**src/rtl/rom_port_arbiter.sv**
```systemverilog
// rom_port_arbiter: round-robin sharing of the byte-wide puzzle ROM port
// between N_REQ requesters, with optional burst lock and an idle timeout
// that frees an abandoned lock. Responses return 3 cycles after accept.
module rom_port_arbiter #(
    parameter int N_REQ        = 2,
    parameter int N_ADDR_BITS  = 16,
    parameter int LOCK_TIMEOUT = 15
) (
    input  logic                           clk,
    input  logic                           rst,
    input  logic [N_REQ-1:0]               req_valid,
    input  logic [N_REQ*(N_ADDR_BITS+1)-1:0] req_addr,
    input  logic [N_REQ-1:0]               req_lock,
    output logic [N_REQ-1:0]               req_ready,
    output logic                           rom_en,
    output logic [N_ADDR_BITS:0]           rom_addr,
    input  logic [7:0]                     rom_data,
    input  logic                           rom_valid,
    output logic [N_REQ-1:0]               rsp_valid,
    output logic [7:0]                     rsp_data,
    output logic                           rsp_eof
);

    localparam int AW = N_ADDR_BITS + 1;
    localparam int PW = (N_REQ > 1) ? $clog2(N_REQ) : 1;
    localparam int CW = $clog2(LOCK_TIMEOUT + 1);

    typedef enum logic {FREE, LOCKED} state_t;

    state_t           state;
    logic [PW-1:0]    ptr;
    logic [PW-1:0]    owner;
    logic [PW-1:0]    grant_idx;
    logic [PW-1:0]    ptr_next;
    logic [CW-1:0]    lock_cnt;
    logic [N_REQ-1:0] grant;
    logic             found;
    logic             accept;
    logic [AW-1:0]    sel_addr;
    logic [N_REQ-1:0] tag_issue;
    logic [N_REQ-1:0] tag_data;

    // Grant selection: owner only while locked, else first valid from ptr.
    always_comb begin
        int unsigned idx;
        grant     = '0;
        grant_idx = '0;
        found     = 1'b0;
        idx       = 0;
        if (state == LOCKED) begin
            grant_idx = owner;
            found     = req_valid[owner];
        end else begin
            for (int unsigned i = 0; i < N_REQ; i++) begin
                idx = 32'(ptr) + i;
                if (idx >= N_REQ) idx = idx - N_REQ;
                if (!found && req_valid[PW'(idx)]) begin
                    found     = 1'b1;
                    grant_idx = PW'(idx);
                end
            end
        end
        if (found) grant[grant_idx] = 1'b1;
    end

    assign req_ready = grant;
    assign accept    = found;
    assign sel_addr  = req_addr[32'(grant_idx)*AW +: AW];
    assign ptr_next  = (grant_idx == PW'(N_REQ - 1)) ? '0 : grant_idx + 1'b1;

    // Arbitration state: round-robin pointer, lock owner and idle timeout.
    always_ff @(posedge clk) begin
        if (rst) begin
            state    <= FREE;
            ptr      <= '0;
            owner    <= '0;
            lock_cnt <= '0;
        end else if (accept) begin
            ptr      <= ptr_next;
            lock_cnt <= '0;
            if (req_lock[grant_idx]) begin
                state <= LOCKED;
                owner <= grant_idx;
            end else begin
                state <= FREE;
            end
        end else if (state == LOCKED) begin
            if (lock_cnt == CW'(LOCK_TIMEOUT - 1)) begin
                state    <= FREE;
                lock_cnt <= '0;
            end else begin
                lock_cnt <= lock_cnt + 1'b1;
            end
        end
    end

    // ROM request register and issuer tag pipeline (issue, data stages).
    always_ff @(posedge clk) begin
        if (rst) begin
            rom_en    <= 1'b0;
            rom_addr  <= '0;
            tag_issue <= '0;
            tag_data  <= '0;
        end else begin
            rom_en    <= accept;
            if (accept) rom_addr <= sel_addr;
            tag_issue <= grant;
            tag_data  <= tag_issue;
        end
    end

    // Response register: capture the ROM byte and route it to its issuer.
    always_ff @(posedge clk) begin
        if (rst) begin
            rsp_valid <= '0;
            rsp_data  <= '0;
            rsp_eof   <= 1'b0;
        end else begin
            rsp_valid <= tag_data;
            if (|tag_data) begin
                rsp_data <= rom_data;
                rsp_eof  <= ~rom_valid;
            end
        end
    end

endmodule

```
**config.mk**
```make
export PLATFORM = sky130hd
export DESIGN_NAME = rom_port_arbiter
export DESIGN_NICKNAME = d
export VERILOG_FILES = /design/src/rtl/rom_port_arbiter.sv
export SDC_FILE = /design/constraint.sdc
export NUM_CORES = 1
export LEC_CHECK = 0
export ABC_AREA = 1
export CAP_MARGIN = 20
export CORE_ASPECT_RATIO = 1.25
export CORE_MARGIN = 2
export CORE_UTILIZATION = 44
export DETAILED_ROUTE_END_ITERATION = 8
export PLACE_DENSITY_LB_ADDON = 0.15
export SLEW_MARGIN = 0
export SYNTH_ARGS = -nofsm -noshare
export SYNTH_HDL_FRONTEND = slang
export SYNTH_SLANG_ARGS = --single-unit
```
**constraint.sdc**
```tcl
create_clock -name clk -period 4.35 [get_ports clk]
set_clock_uncertainty 0.2 [all_clocks]
set_input_delay 0.6525 -clock clk [delete_from_list [all_inputs] [get_ports clk]]
set_output_delay 0.6525 -clock clk [all_outputs]
set_load 0.05 [all_outputs]
```
==> run metrics, run 1 <==
status=complete, no violations; Leak Pwr=1.182 nW; number of post-CTS setup repair buffers=0; Core ar.=3785 um^2; Gate Count Post-Synth=234; mux share of post-synthesis cell area=0; post-cts resize count=0; routability congestion estimate from global placement=0.7704; synth top area cells=dfxtp_1, nand3_1, nand2_1, inv_1, nor2_1; hold_buf cts=0; grt ovf=0; first-pass GRT wire length=7120 um; most common cell after layout, fill and taps aside=clkdlybuf4s50_1; CTS buffer count=5; Seq/Total Area, Yosys=0.4641; Hold Crit Class=reg2reg; DIE HEIGHT=74.01 um; final critical-path required period=3.617 ns; Mapped Area=1725 um^2; Worst EP required=3.50 ns; Mean Syn Cell Area=7.374 um^2; critical path type=in2out; cell accounting for the most synthesized area=dfxtp_1; Critical Path Fanout Max=18; EDFF count, synth=0; Worst setup SP type=input pin; CTS max path bufs=2; I/O Buffers=79; fin nets=362; setup TNS=0 ns; ratio of cells with drive above 1 in the final layout=0.07325; # diodes=0; RSZ-0062 raised after global routing=false; Max VDD drop=234.1 uV; final WL=4275 um; fmax=276.5 MHz; #FFs+latches synth=40; largest net degree at the start of global routing=25; CTS tree=done; GRT Total Usage=0.2131; PwrDens=387.5 nW/um^2; initial antenna violation count=0; Worst slew margin=0.5515; H-tree depth=2; routed vias=1719; vias in the first global route=1616; Rows=25; Clock Latency Late Sink=0.29 ns; Worst setup EP type=output pin; Final setup viols=0; largest family of logic cells by synthesized area=simple AND/OR/NAND/NOR gates; clock sink count=40; synth unique cells=25; most frequent cells in the layout=clkdlybuf4s50_1, nand2_1, nand3_1; xor/xnor share of the synthesized area=0.005076; vias per cell=4.671; I/O pins=80; Residual DRC=0; fin. max-slew vios=0; CTS clk-pin slew, worst paths=0.07 ns; fin crit share=0.8314; Yosys top cell area share=0.4641; Synthesized Nets=283; Arrival @ worst endpoint=2.76 ns; DR iter-0 viols=110; Adder-Cell Fraction of Synth Area=0; WHS=0.2077 ns; YS warnings=0; Worst Tran Pin Value=0.6719 ns; CTS Root Cell=clkbuf_8; drt wl/cell=11.62 um; top_reg_cell synth=dfxtp_1; Final Hold Violating Endpoints=0; Initial Utilization=0.4559; hpwl dp=3201 um; Synth Area in Compound Gates=0.06526; die footprint=4441 um^2; die width=60.01 um; Layout area overhead=53.73%; ys async rst share=0; max cap viols=0; DRT Pass-1 Iters=4; post-synthesis simple-gate area fraction=0.3561; ANT nets after route=0
sequential cells by signal, indices dropped and copies added, names as in the netlist, 2 cells and up:
register	cells
tag_data	2
rsp_data	8
rom_addr	17
rsp_valid	2
tag_issue	2
lock_cnt	4
critical path, cell delays in order:
cell and delay (ns):
clkdlybuf4s50_1 0.48, nand2_1 0.07, nand2_2 0.30, inv_1 0.30, nor2_1 0.15, clkdlybuf4s50_1 0.81
layout make-up:
type / count / area, um^2
clock inverter: 1 / 30.03
timing repair buffer: 81 / 805.8
sequential: 40 / 800.8
fill: 318 / 1132
clock buffer: 7 / 96.34
multi-input combinational: 154 / 735.7
inverter: 31 / 116.4
tap: 54 / 67.56
power by group:
| part | leakage [nW] | switching (mW) | internal [mW] | total [mW] |
|---|---|---|---|---|
| Combinational | 0.789 | 0.177 | 0.112 | 0.289 |
| Clock | 0.0645 | 0.126 | 0.202 | 0.328 |
| Sequential | 0.329 | 0.0147 | 0.396 | 0.411 |
| Total | 1.18 | 0.317 | 0.711 | 1.03 |
cell usage after synthesis (2+ instances only):
| master | n |
|---|---|
| nand3_1 | 46 |
| nor2_2 | 2 |
| nand2_1 | 54 |
| nor3_2 | 2 |
| nand2_2 | 4 |
| inv_1 | 29 |
| buf_6 | 4 |
| nor2_1 | 25 |
| o21ai_0 | 9 |
| dfxtp_1 | 40 |
| o21ai_1 | 2 |
| buf_2 | 4 |
layer usage:
| layer | routed length [um] | GRT usage | vias to the layer above |
|---|---|---|---|
| met2 | 2108 | 0.3454 | 53 |
| met3 | 293 | 0.07130 | 10 |
| met1 | 1762 | 0.2549 | 761 |
| li1 | - | - | 895 |
| met5 | 0 | 0 | - |
| met4 | 110 | 0.09383 | 0 |
worst paths after layout:
kind	from	end	slack, ns	cells after the start
worst max-delay path	req_valid[0]	req_ready[0]	0.73	6
worst min register to register	tag_issue[1]$_SDFF_PP0_	tag_data[1]$_SDFF_PP0_	0.21	2
worst min-delay path	tag_issue[1]$_SDFF_PP0_	tag_data[1]$_SDFF_PP0_	0.21	2
worst max register to register	owner$_SDFFE_PP0P_	rom_addr[15]$_SDFFE_PP0P_	2.44	8
logic make-up after synthesis:
group | after synthesis
AOI/OAI and AO/OA | 18
buffers and inverters | 40
DFF | 40
xor gates and xnor gates | 1
and+or+nand+nor | 135
metrics by stage:
stage | power, mW | instance area [um^2] | setup WS (ns) | std cells | util
floorplan | 0.6005 | 1725 | 1.761 | 234 | -
global placement | 0.7055 | 2526 | 0.7529 | 360 | 0.6674
detailed placement | 0.7088 | 2526 | 0.7396 | 360 | 0.6674
CTS | 1.036 | 2653 | 0.7349 | 368 | 0.7008
global route | 1.074 | 2653 | 0.5701 | 368 | 0.7008
finish | 1.028 | 2653 | 0.7334 | 368 | 0.7008
No activity file was read; power rests on OpenSTA's default activity.
==> run 2: changes to the inputs <==
CORE_UTILIZATION = 37   (was 44)
clock period = 3.2 ns   (was 4.35 ns; I/O delays follow)
==> run metrics, run 2 (synthesis gave the netlist of run 1 again) <==
DR iter-0 viols=75 (-32%); Leak Pwr=1.193 nW (+0.87%); Clock Latency Late Sink=0.30 ns (about the same); die width=65.08 um (+8.4%); Clk pwr share=0.318 (about the same); final WL=4157 um (-2.8%); Initial Utilization=0.3869 (-0.06894); Worst slew margin=0.6430 (+0.09150); CTS tree=done; Worst Hold Path EP=tag_data[1]$_SDFF_PP0_; ANT nets after route=0 (unchanged); first-pass GRT wire length=6900 um (-3.1%); routability congestion estimate from global placement=0.7976 (+3.5%); ratio of cells with drive above 1 in the final layout=0.07962 (+0.006369); hpwl dp=3093 um (-3.4%); die footprint=5229 um^2 (+18%); R2R Setup Slk=1.53 ns (-0.91 ns); DIE HEIGHT=80.35 um (+8.6%); Worst setup EP type=output pin; internal cell power=0.9713 mW (+37%); Seq pwr share=0.398 (-0.002); post-route insts no fill=372 (+1.1%); fmax=391.1 MHz; Hold Crit Class=reg2reg; Core ar.=4459 um^2 (+18%); grt ovf=0 (unchanged); Layout area overhead=55.19%; Critical Path Fanout Max=17 (-1); # diodes=0 (unchanged); switching share of power=0.3068 (-0.001744); number of post-CTS setup repair buffers=0 (unchanged); critical path type=in2out; reg2reg start=tag_data[1]$_SDFF_PP0_; CTS max path bufs=2 (unchanged); critical path, cell by cell=clkdlybuf4s50_1 > inv_1 > nor2_2 > nand2_1 > nand2_2 > nand2_1 > inv_1 > buf_12; Arrival @ worst endpoint=1.88 ns (-0.88 ns); Max VDD drop=291.2 uV (+24%); RSZ-0062 raised after global routing=false; vias in the first global route=1569 (-2.9%); Residual DRC=0 (unchanged); fin crit share=0.7991; Rows=27 (+8.0%); routed vias=1668 (-3.0%); GRT Total Usage=0.1701 (-0.04306); R2R Path End=rsp_eof$_SDFFE_PP0P_; CTS clk-pin slew, worst paths=0.07 ns (about the same); DRT Pass-1 Iters=4 (unchanged); Worst Tran Pin Value=0.5338 ns (-0.1382 ns); I/O pins=80 (unchanged); H-tree depth=2 (unchanged); final critical-path required period=2.557 ns; largest register by flop count=rom_addr; fin. max-slew vios=0 (unchanged); most common cell after layout, fill and taps aside=clkdlybuf4s50_1; Worst setup SP type=input pin; Final Hold Violating Endpoints=0 (unchanged); clock sink count=40 (unchanged); biggest regs=rom_addr: 17 flops, rsp_data: 8 flops, lock_cnt: 4 flops; most frequent cells in the layout=clkdlybuf4s50_1, nand2_1, nand3_1; PwrDens=523.3 nW/um^2 (+35%); Placed Instances=364 (+1.1%); Largest register FFs=17 (unchanged); CTS Root Cell=clkbuf_8; Worst path slowest cell=clkdlybuf4s50_1; setup TNS=0 ns (unchanged); Final setup viols=0 (unchanged); I/O Buffers=79 (unchanged); vias per cell=4.484 (-4.0%); Reg2Reg Depth=4 (-4); largest net degree at the start of global routing=25 (unchanged); combinational share of power=0.283 (+0.002); fin nets=362 (unchanged); initial antenna violation count=0 (unchanged); crit-path max cell delay=0.47 ns (-0.34 ns); drt wl/cell=11.17 um (-3.8%); status=complete, no violations; post-cts resize count=0 (unchanged); max cap viols=0 (unchanged); Psw=0.4298 mW (+36%); Worst EP required=2.52 ns (-0.98 ns); hold path startpoint=tag_issue[1]$_SDFF_PP0_; CTS buffer count=5 (unchanged); hold_buf cts=0 (unchanged); hold path depth=2 (unchanged)
run 2: stage by stage:
step	cell area, um^2	utilization	total power, mW	hold WS [ns]	setup WS [ns]
floorplan	1725	-	0.8163	0.1883	0.9556
global placement	2551	0.5721	0.9664	0.1931	0.6665
detailed placement	2551	0.5721	0.9697	0.1928	0.6460
CTS	2678	0.6004	1.414	0.2031	0.6331
global route	2678	0.6004	1.467	0.2415	0.5219
finish	2678	0.6004	1.401	0.2005	0.6430
run 2: critical path: cells and delay by family:
kind | cells | cell delay [ns]
buffers and inverters | 4 | 0.81
AND/OR/NAND/NOR | 4 | 0.57
run 2: how the worst max path moves through the flow:
| stage | start | endpoint | cells after the start |
|---|---|---|---|
| after floorplan | req_valid[0] | req_ready[0] | 5 |
| after global placement | req_valid[1] | req_ready[1] | 8 |
| after detailed placement | req_valid[1] | req_ready[1] | 8 |
| after CTS | req_valid[1] | req_ready[1] | 8 |
| after global routing | req_valid[1] | req_ready[1] | 8 |
| final | req_valid[1] | req_ready[1] | 8 |
run 2: layout make-up:
type	count	area, um^2
Timing Repair Buffer	81	825.8
Inverter	31	116.4
Fill cell	441	1782
Clock inverter	1	30.03
Sequential cell	40	800.8
Tap cell	58	72.57
Clock buffer	7	96.34
Multi-Input combinational cell	154	735.7
run 2: power groups by stage:
stage          clock (mW)  sequential, mW  combinational, mW
2_1_floorplan           0           0.685              0.132
3_3_place_gp            0           0.569              0.397
3_5_place_dp            0           0.570              0.399
4_1_cts             0.455           0.559              0.401
5_1_grt             0.477           0.563              0.427
6_report            0.446           0.558              0.397
run 2: layer usage:
layer  part of all wire  GRT usage  vias up
met5                  0          0        -
met4              0.015    0.06875        0
met3              0.084    0.05742        7
met2               0.48     0.2876       48
met1               0.42     0.1962      716
li1                   -          -      897
